[config.mk]
export PLATFORM = sky130hd
export DESIGN_NAME = sw_calib_ctrl
export DESIGN_NICKNAME = d
export VERILOG_FILES = /design/src/rtl/sw_calib_ctrl.sv
export SDC_FILE = /design/constraint.sdc
export NUM_CORES = 1
export LEC_CHECK = 0
export CELL_PAD_IN_SITES_DETAIL_PLACEMENT = 1
export CELL_PAD_IN_SITES_GLOBAL_PLACEMENT = 1
export CORE_AREA = 2 2 154 156
export DETAILED_ROUTE_END_ITERATION = 8
export DIE_AREA = 0 0 156 158
export PLACE_DENSITY_LB_ADDON = 0.1
export SYNTH_ARGS = -nofsm -noshare
export SYNTH_HDL_FRONTEND = slang
export SYNTH_SLANG_ARGS = --single-unit
[constraint.sdc]
create_clock -name CLK_60 -period 13.1 [get_ports CLK_60]
set_input_delay 3.275 -clock CLK_60 [delete_from_list [all_inputs] [get_ports CLK_60]]
set_output_delay 3.275 -clock CLK_60 [all_outputs]
set_load 0.01 [all_outputs]
[src/rtl/sw_calib_ctrl.sv]
// sw_calib_ctrl: front-panel switch/button controller for DAC calibration
// and encoder RPM-range selection. Debounces SW[7:0]/BTN_UP/BTN_DN, runs the
// calibration mode FSM and steps the per-channel origin / 10V-width codes
// with auto-repeat and bound checking.
// Optional feature macro: CAL_WRAP_EN (span bounds wrap instead of saturate).
module sw_calib_ctrl #(
  parameter int NCH       = 2,
  parameter int DAC_W     = 16,
  parameter int CLK_HZ    = 60000000,
  parameter int TICK_HZ   = 1000,
  parameter int DEB_TICKS = 20,
  parameter int REP_TICKS = 500,
  parameter int ORG_DEF   = 32768,
  parameter int WID_DEF   = 27692,
  parameter int CAL_SPAN  = 5000,
  parameter int CH_W      = (NCH > 1) ? $clog2(NCH) : 1
) (
  input  logic                 CLK_60,
  input  logic                 RST_N,
  input  logic [7:0]           SW,
  input  logic                 BTN_UP,
  input  logic                 BTN_DN,
  input  logic [CH_W-1:0]      CH_SEL,
  output logic [NCH*DAC_W-1:0] dac_org,
  output logic [NCH*DAC_W-1:0] dac_width,
  output logic [15:0]          rpm_range,
  output logic                 calib_org,
  output logic                 calib_10V,
  output logic                 cal_step
);

  localparam int TICK_DIV = CLK_HZ / TICK_HZ;
  localparam int TC_W     = (TICK_DIV > 1) ? $clog2(TICK_DIV) : 1;
  localparam int DC_W     = $clog2(DEB_TICKS + 1);
  localparam int RC_W     = $clog2(REP_TICKS + 1);
  localparam int NIN      = 10;
  localparam logic [DAC_W:0]  ORG_LO  = (DAC_W+1)'(ORG_DEF - CAL_SPAN);
  localparam logic [DAC_W:0]  ORG_HI  = (DAC_W+1)'(ORG_DEF + CAL_SPAN);
  localparam logic [DAC_W:0]  WID_LO  = (DAC_W+1)'(WID_DEF - CAL_SPAN);
  localparam logic [DAC_W:0]  WID_HI  = (DAC_W+1)'(WID_DEF + CAL_SPAN);
  localparam logic [DAC_W:0]  SUM_MAX = {1'b0, {DAC_W{1'b1}}};
  localparam logic [CH_W-1:0] CH_MAX  = CH_W'(NCH - 1);

  typedef enum logic [1:0] {IDLE = 2'd0, CAL_ORG = 2'd1, CAL_WID = 2'd2} state_t;

  logic [TC_W-1:0]  tick_cnt_q;
  logic             tick;
  logic [NIN-1:0]   raw, sync1_q, sync2_q, deb;
  state_t           state_q, state_d;
  logic             calib_org_q, calib_10v_q;
  logic [CH_W-1:0]  ch_q, ch_d;
  logic [RC_W-1:0]  rep_q, rep_d;
  logic             up_prev_q, dn_prev_q;
  logic             req_v_q, req_v_d, req_up_q, req_wid_q;
  logic [DAC_W-1:0] org_q [NCH];
  logic [DAC_W-1:0] wid_q [NCH];
  logic [15:0]      rpm_q, rpm_d;
  logic             cal_step_q;
  logic             btn_up, btn_dn, entry;
  logic [DAC_W:0]   cur, oth, lo, hi, cand;
  logic             drop, do_step;
  logic             spare_unused;

  assign raw    = {BTN_DN, BTN_UP, SW};
  assign tick   = (tick_cnt_q == TC_W'(TICK_DIV - 1));
  assign btn_up = deb[8];
  assign btn_dn = deb[9];
  // SW1/SW2 are conditioned like the rest but have no consumer yet.
  assign spare_unused = &{1'b0, deb[1:0]};

  // Free-running divider producing the step/debounce tick.
  always_ff @(posedge CLK_60) begin
    if (!RST_N)    tick_cnt_q <= '0;
    else if (tick) tick_cnt_q <= '0;
    else           tick_cnt_q <= tick_cnt_q + TC_W'(1);
  end

  // Two-flop synchroniser for all raw front-panel inputs.
  always_ff @(posedge CLK_60) begin
    if (!RST_N) begin
      sync1_q <= '0;
      sync2_q <= '0;
    end else begin
      sync1_q <= raw;
      sync2_q <= sync1_q;
    end
  end

  for (genvar gi = 0; gi < NIN; gi++) begin : g_deb
    logic [DC_W-1:0] cnt_q;
    logic            deb_q;
    // Accept a new level only after DEB_TICKS consecutive mismatching ticks.
    always_ff @(posedge CLK_60) begin
      if (!RST_N) begin
        cnt_q <= '0;
        deb_q <= 1'b0;
      end else if (tick) begin
        if (sync2_q[gi] != deb_q) begin
          if (cnt_q == DC_W'(DEB_TICKS - 1)) begin
            deb_q <= sync2_q[gi];
            cnt_q <= '0;
          end else begin
            cnt_q <= cnt_q + DC_W'(1);
          end
        end else begin
          cnt_q <= '0;
        end
      end
    end
    assign deb[gi] = deb_q;
  end

  // Mode decode from {SW8,SW7}, channel latch on entry, step request generation.
  always_comb begin
    state_d = IDLE;
    case ({deb[7], deb[6]})
      2'b01:   state_d = CAL_ORG;
      2'b11:   state_d = CAL_WID;
      default: state_d = IDLE;
    endcase
    entry = (state_d != IDLE) && (state_d != state_q);
    ch_d  = ch_q;
    if (entry) ch_d = (CH_SEL > CH_MAX) ? CH_MAX : CH_SEL;

    rep_d   = rep_q;
    req_v_d = 1'b0;
    if (!(btn_up ^ btn_dn)) begin
      rep_d = '0;
    end else if ((btn_up && !up_prev_q) || (btn_dn && !dn_prev_q)) begin
      rep_d   = '0;
      req_v_d = 1'b1;
    end else if (tick) begin
      if (rep_q == RC_W'(REP_TICKS)) req_v_d = 1'b1;
      else                           rep_d   = rep_q + RC_W'(1);
    end
    if (state_q == IDLE) req_v_d = 1'b0;
    if (entry)           rep_d   = '0;
  end

  // Candidate value for the pending step, checked against span and sum bounds.
  always_comb begin
    cur  = req_wid_q ? {1'b0, wid_q[ch_q]} : {1'b0, org_q[ch_q]};
    oth  = req_wid_q ? {1'b0, org_q[ch_q]} : {1'b0, wid_q[ch_q]};
    lo   = req_wid_q ? WID_LO : ORG_LO;
    hi   = req_wid_q ? WID_HI : ORG_HI;
    cand = cur;
    drop = 1'b0;
    if (req_up_q) begin
      if (cur >= hi) begin
`ifdef CAL_WRAP_EN
        cand = lo;
`else
        drop = 1'b1;
`endif
      end else begin
        cand = cur + (DAC_W+1)'(1);
      end
    end else begin
      if (cur <= lo) begin
`ifdef CAL_WRAP_EN
        cand = hi;
`else
        drop = 1'b1;
`endif
      end else begin
        cand = cur - (DAC_W+1)'(1);
      end
    end
    do_step = req_v_q && !drop && ((cand + oth) <= SUM_MAX) && (cand != cur);
  end

  // RPM full-scale table from {SW6,SW5},{SW4,SW3}; {SW6,SW5}=1x holds.
  always_comb begin
    rpm_d = rpm_q;
    if (!deb[5]) begin
      case ({deb[4], deb[3], deb[2]})
        3'b000: rpm_d = 16'd400;
        3'b001: rpm_d = 16'd900;
        3'b010: rpm_d = 16'd1800;
        3'b011: rpm_d = 16'd3600;
        3'b100: rpm_d = 16'd1250;
        3'b101: rpm_d = 16'd2500;
        3'b110: rpm_d = 16'd5000;
        3'b111: rpm_d = 16'd10000;
      endcase
    end
  end

  // Mode/step bookkeeping and calibration value registers.
  always_ff @(posedge CLK_60) begin
    if (!RST_N) begin
      state_q     <= IDLE;
      calib_org_q <= 1'b0;
      calib_10v_q <= 1'b0;
      ch_q        <= '0;
      rep_q       <= '0;
      up_prev_q   <= 1'b0;
      dn_prev_q   <= 1'b0;
      req_v_q     <= 1'b0;
      req_up_q    <= 1'b0;
      req_wid_q   <= 1'b0;
      rpm_q       <= 16'd400;
      cal_step_q  <= 1'b0;
      for (int k = 0; k < NCH; k++) begin
        org_q[k] <= DAC_W'(ORG_DEF);
        wid_q[k] <= DAC_W'(WID_DEF);
      end
    end else begin
      state_q     <= state_d;
      calib_org_q <= (state_d == CAL_ORG);
      calib_10v_q <= (state_d == CAL_WID);
      ch_q        <= ch_d;
      rep_q       <= rep_d;
      up_prev_q   <= btn_up;
      dn_prev_q   <= btn_dn;
      req_v_q     <= req_v_d;
      req_up_q    <= btn_up;
      req_wid_q   <= (state_q == CAL_WID);
      rpm_q       <= rpm_d;
      cal_step_q  <= do_step;
      if (do_step) begin
        if (req_wid_q) wid_q[ch_q] <= cand[DAC_W-1:0];
        else           org_q[ch_q] <= cand[DAC_W-1:0];
      end
    end
  end

  for (genvar gi = 0; gi < NCH; gi++) begin : g_pack
    assign dac_org[gi*DAC_W +: DAC_W]   = org_q[gi];
    assign dac_width[gi*DAC_W +: DAC_W] = wid_q[gi];
  end

  assign rpm_range = rpm_q;
  assign calib_org = calib_org_q;
  assign calib_10V = calib_10v_q;
  assign cal_step  = cal_step_q;

endmodule
# == After elaboration in Yosys (flattened, before gate mapping) ==
# Memories as Yosys holds them, arrays and structs flattened. A register that Yosys moved wholly into a read port is not among the register bits.
# Index checks and enable logic that the tools add are counted.
# totals
ff_bits,119
ram_bits,64
rom_bits,104
input_bits,13
out_inout_bits,83
word_cells,157
mem_count,3
# memory_table
name,words,width,read_ports,rd_ports_with_merged_regs,wr,line_no,rtl
(no name shown),8,13,1,1,0,176,"case ({deb[4], deb[3], deb[2]})"
org_q,2,16,3,1,2,55,logic [DAC_W-1:0] org_q [NCH];
wid_q,2,16,3,1,2,56,logic [DAC_W-1:0] wid_q [NCH];
# classes
addsub,13
magnitude_cmp,4
eq_ne,25
muxes,50
bitwise_logic,4
reduce_logical,28
# ops
operator,count
two-way mux 16 bit,5
two-way mux 5 bit,16
two-way mux 17 bit,3
"adder 5 x 1 -> 5 bit, second input constant",8
"equality test 5 bit, second input constant",8
OR reduction 16 bit,2
two-way mux 1 bit,24
AND reduction 3 bit,8
"adder 16 x 1 -> 17 bit, second input constant",1
adder 17 x 16 -> 17 bit,1
"less-or-equal comparator 17 x 16 -> 1 bit, second input constant",1
!= test 17 x 16 -> 1 bit,1
"subtractor 16 x 1 -> 17 bit, second input constant",1
"adder 16 x 1 -> 16 bit, second input constant",1
"equality test 16 bit, second input constant",1
greater-or-equal comparator 16 bit,1
less-or-equal comparator 16 x 15 -> 1 bit,1
two-way mux 14 bit,1
"adder 9 x 1 -> 9 bit, second input constant",1
"equality test 9 bit, second input constant",1
!= test 1 bit,8
"equality test 2 bit, second input constant",3
logical AND 1 bit,6
zero test 1 bit,5
13 further kinds,16

# == Logic depth before layout (Yosys ltp) ==
# depth
word_depth,13
depth_mapped,24
ltp_nobuf,20

# == Worst setup path before layout ==
# No wires, ideal clock.
# synth_timing
path_type,flip-flop to flip-flop
start,register with a tool-made name
end,"memory wid_q[0][0], enable pin"
setup_ns,0.411
arrival_ns,6.515
required_ns,12.689
slack_ns,6.174
path_stages_with_launch,24
n_path_buf,4
period_less_slack_ns,6.926
path_cell_list,dfxtp_1 buf_6 buf_6 buf_2 mux4_2 inv_1 ha_1 nand3_1 or4_4 nand3_2 nor3_2 a22oi_1 xor2_1 inv_1 ha_1 a21o_1 a21o_1 a21o_1 a211oi_1 o22ai_1 a2111oi_0 nand4_1 clkbuf_1 o21ai_0
# synth_rtl
item,line_no
end: declaration,56

==> flow_metrics.py <==
metrics = {
    "clock_network": {
        "ctsHoldBuffers": 0,
        "cts_buffer_depth": 2,
        "clk_latency_ns": 0.43,
        "post_cts_resized": 0,
        "numCtsBuffers": 17,
        "cts.sinks": 174,
        "postCtsSetupBuffers": 0,
        "cts_tree": "done",
        "clk_pin_slew_ns": 0.06,
        "root_buffer": "clkbuf_16",
        "htreeDepth": 4,
    },
    "floorplan": {
        "die_width_um": 156,
        "io_pins": 96,
        "die_h_um": 158,
        "dieArea_um2": 24600,
        "rows": 56,
        "start_util_pct": 41.1,
        "core_area_um2": 23100,
    },
    "drt": {
        "first_pass_iters": 4,
        "wl_per_cell_um": 19.6,
        "ant_nets": 0,
        "route.detailed.drc": 0,
        "wl_um": 26300,
        "vias": 7618,
        "vias_per_cell": 5.68,
        "drt_iter0_markers": 465,
    },
    "timing": {
        "setup_viol": 0,
        "clock_skew_ns": 0.0134,
        "fmax_ghz": 0.129,
        "setup_slack_ns": 5.33,
        "finalMaxSlewViolations": 0,
        "finalSetupTns_ns": 0,
        "hold_viol_final": 0,
        "post-route-period-util_pct": 59.3,
        "grt_setup_unrepaired": "no",
        "tightestPinTransition_ns": 1.26,
        "slew_headroom_pct": 15.2,
        "final.min_clock_period_ns": 7.77,
    },
    "critical_path": {
        "critPathArrivalTime_ns": 7.89,
        "critPathCaptureType": "flip-flop",
        "critPathMaxFanout": 57,
        "crit_path_start_kind": "flip-flop",
        "worstSetupPathType": "reg2reg",
        "cp.required_ns": 13.22,
    },
    "power_and_ir_drop": {
        "p_per_area_nw_per_um2": 100,
        "p_leak_nw": 3.92,
        "peakVddDrop_v": 0.0000739,
    },
    "yosys": {
        "postSynthCellCount": 957,
        "synth_edf_count": 64,
        "syn_area_per_cell_um2": 9.90,
        "synthArstFlopShare_pct": 0,
        "synth_cell_types": 71,
        "synth_sequential_area_ratio_pct": 43.5,
        "ys_warn_count": 0,
        "synth_seq_cells": 174,
        "synth_ff_type": "dfxtp_1",
        "synth_area_um2": 9470,
    },
    "global_routing": {
        "grt_pass1_wl_um": 42200,
        "antenna_found_initial": 0,
        "grt_overflow": 0,
        "grt_usage_pct": 22.1,
        "grt_pass1_vias": 7717,
        "grt_start_max_net_pins": 59,
    },
    "cells_and_area": {
        "utilization_pct": 48.5,
        "synthToLayoutAreaGrowth_pct": 18.0,
        "nets": 1086,
        "n_antenna_cell": 0,
        "drive_gt1_share_pct": 11.3,
    },
    "status": {
        "outcome": "complete, no violations",
    },
    "placement": {
        "gp_congestion": 0.859,
        "io_buffer_count": 90,
        "post-place-ws_ns": 5.38,
        "hpwl_um": 18700,
    },
    "flow_run": {
        "max-cap-violations": 0,
    },
    "min_path": {
        "hp-class": "reg2reg",
    },
}
-- synth_stat cells, types with 16 or more instances --
| library cell | number | share of area (%) |
|---|---|---|
| ha_1 | 34 | 4.5 |
| o21ai_0 | 46 | 2.4 |
| clkbuf_1 | 22 | 0.87 |
| nor3_1 | 45 | 2.4 |
| xor2_1 | 30 | 2.8 |
| and2_1 | 17 | 1.1 |
| inv_1 | 58 | 2.3 |
| a21oi_1 | 28 | 1.5 |
| nor2b_1 | 16 | 1.1 |
| nor3_2 | 16 | 1.7 |
| o31ai_1 | 17 | 1.3 |
| mux4_2 | 36 | 8.6 |
| nand2_1 | 78 | 3.1 |
| nor2_1 | 77 | 3.1 |
| dfxtp_1 | 110 | 23 |
| edfxtp_1 | 64 | 20 |
| nand3_1 | 61 | 3.2 |
-- cell type report --
cell class	count	area [µm²]
Clock buffer	18	429
Clock inverter	14	118
Sequential cell	174	4130
Inverter	60	225
Fill cell	2587	11900
Multi-Input combinational cell	679	4890
Tap cell	290	363
Timing Repair Buffer	107	1030
-- power by group --
group,switching (mW),total [mW],internal (mW)
sequential,0.00790,0.575,0.567
clock,0.216,0.477,0.261
combinational,0.0388,0.0674,0.0286
total,0.263,1.12,0.857
-- per-layer routing --
layer / share of wire [%] / GRT usage [%] / up-vias
li1: - / - / 3649
met1: 43 / 27.3 / 3767
met2: 51 / 39.7 / 174
met3: 4.6 / 3.23 / 28
met4: 1.6 / 6.99 / 0
met5: 0 / 0 / -
-- critical path, stage by stage, from the launching register on --
cell and delay (ns):
dfxtp_4 0.39, buf_4 0.66, mux4_2 0.63, a2111o_1 0.41
o21ai_0 0.38, nand3_2 0.26, nor4_2 0.55, nor2_1 0.16
xnor2_1 0.51, inv_1 0.10, ha_1 0.21, a21o_1 0.16
a21o_1 0.17, a21o_1 0.17, a211oi_1 0.27, o22ai_1 0.15
a2111oi_0 0.52, buf_4 0.24, nand4_1 0.09, buf_4 0.24
o21ai_1 0.76, buf_4 0.36
-- cell families (layout without fill, tap and decap cells) --
group                      count (synthesis)  count (layout)  synth area share [%]
muxes                                     47              47                  9.75
adders and majority gates                 34              34                  4.49
other                                      1               3                0.0396
AOI/OAI and AO/OA                        163             163                  11.5
buffers and inverters                    106             199                  5.03
xor gates and xnor gates                  44              44                  4.07
and+or+nand+nor                          388             388                  21.6
DFF                                      174             174                  43.5
-- flip-flops by register name (all words and copies together), names as in the netlist, named ones only --
name,count
g_deb.cnt_q,40
org_q,32
wid_q,32
tick_cnt_q,16
rpm_range,12
rep_q,9
sync1_q,8
sync2_q,8
g_deb.deb_q,6
btn_dn,1
btn_up,1
cal_step,1
calib_org,1
ch_q,1
dn_prev_q,1
req_up_q,1
req_v_q,1
req_wid_q,1
state_q,1
-- final timing paths --
check        startpoint           to  slack (ns)  cells past startpoint
max           flip-flop  wid_q[0][0]        5.33                     21
min          sync1_q[2]   sync2_q[2]        0.43                      1
max reg2reg   flip-flop  wid_q[0][0]        5.33                     21
min reg2reg  sync1_q[2]   sync2_q[2]        0.43                      1
-- cells in the final DEF, fill, tap and decap left out, types with 4 or more instances in the layout --
master,Yosys,routed
a211oi_1,5,5
a21o_1,13,13
a21oi_1,28,28
a22oi_1,14,14
a31oi_1,5,5
a32oi_1,5,5
and2_1,17,17
and3_1,10,10
buf_4,4,17
clkbuf_16,0,17
clkdlybuf4s50_1,0,90
clkinv_1,2,5
dfxtp_1,110,108
edfxtp_1,64,64
ha_1,34,34
inv_1,58,58
mux2i_1,9,9
mux4_2,36,36
nand2_1,78,78
nand3_1,61,61
nand3b_1,11,11
nand4_1,14,14
nor2_1,77,77
nor2b_1,16,16
nor3_1,45,45
nor3_2,16,16
nor3b_1,4,4
nor4b_1,7,7
o211ai_1,5,5
o21ai_0,46,42
o21ai_1,1,4
o31ai_1,17,17
or2_2,4,4
or3_1,9,9
xnor2_1,14,14
xor2_1,30,30
-- metrics by stage --
| step | total power, mW | hold slack, ns | area (µm²) | cells |
|---|---|---|---|---|
| 2_1_floorplan | 0.624 | 0.412 | 9480 | 959 |
| 3_3_place_gp | 0.653 | 0.415 | 10600 | 1310 |
| 3_5_place_dp | 0.655 | 0.420 | 10600 | 1310 |
| 4_1_cts | 1.13 | 0.436 | 11200 | 1342 |
| 5_1_grt | 1.16 | 0.451 | 11200 | 1342 |
| 6_report | 1.12 | 0.434 | 11200 | 1342 |
Power figures use the tool's default switching activity.
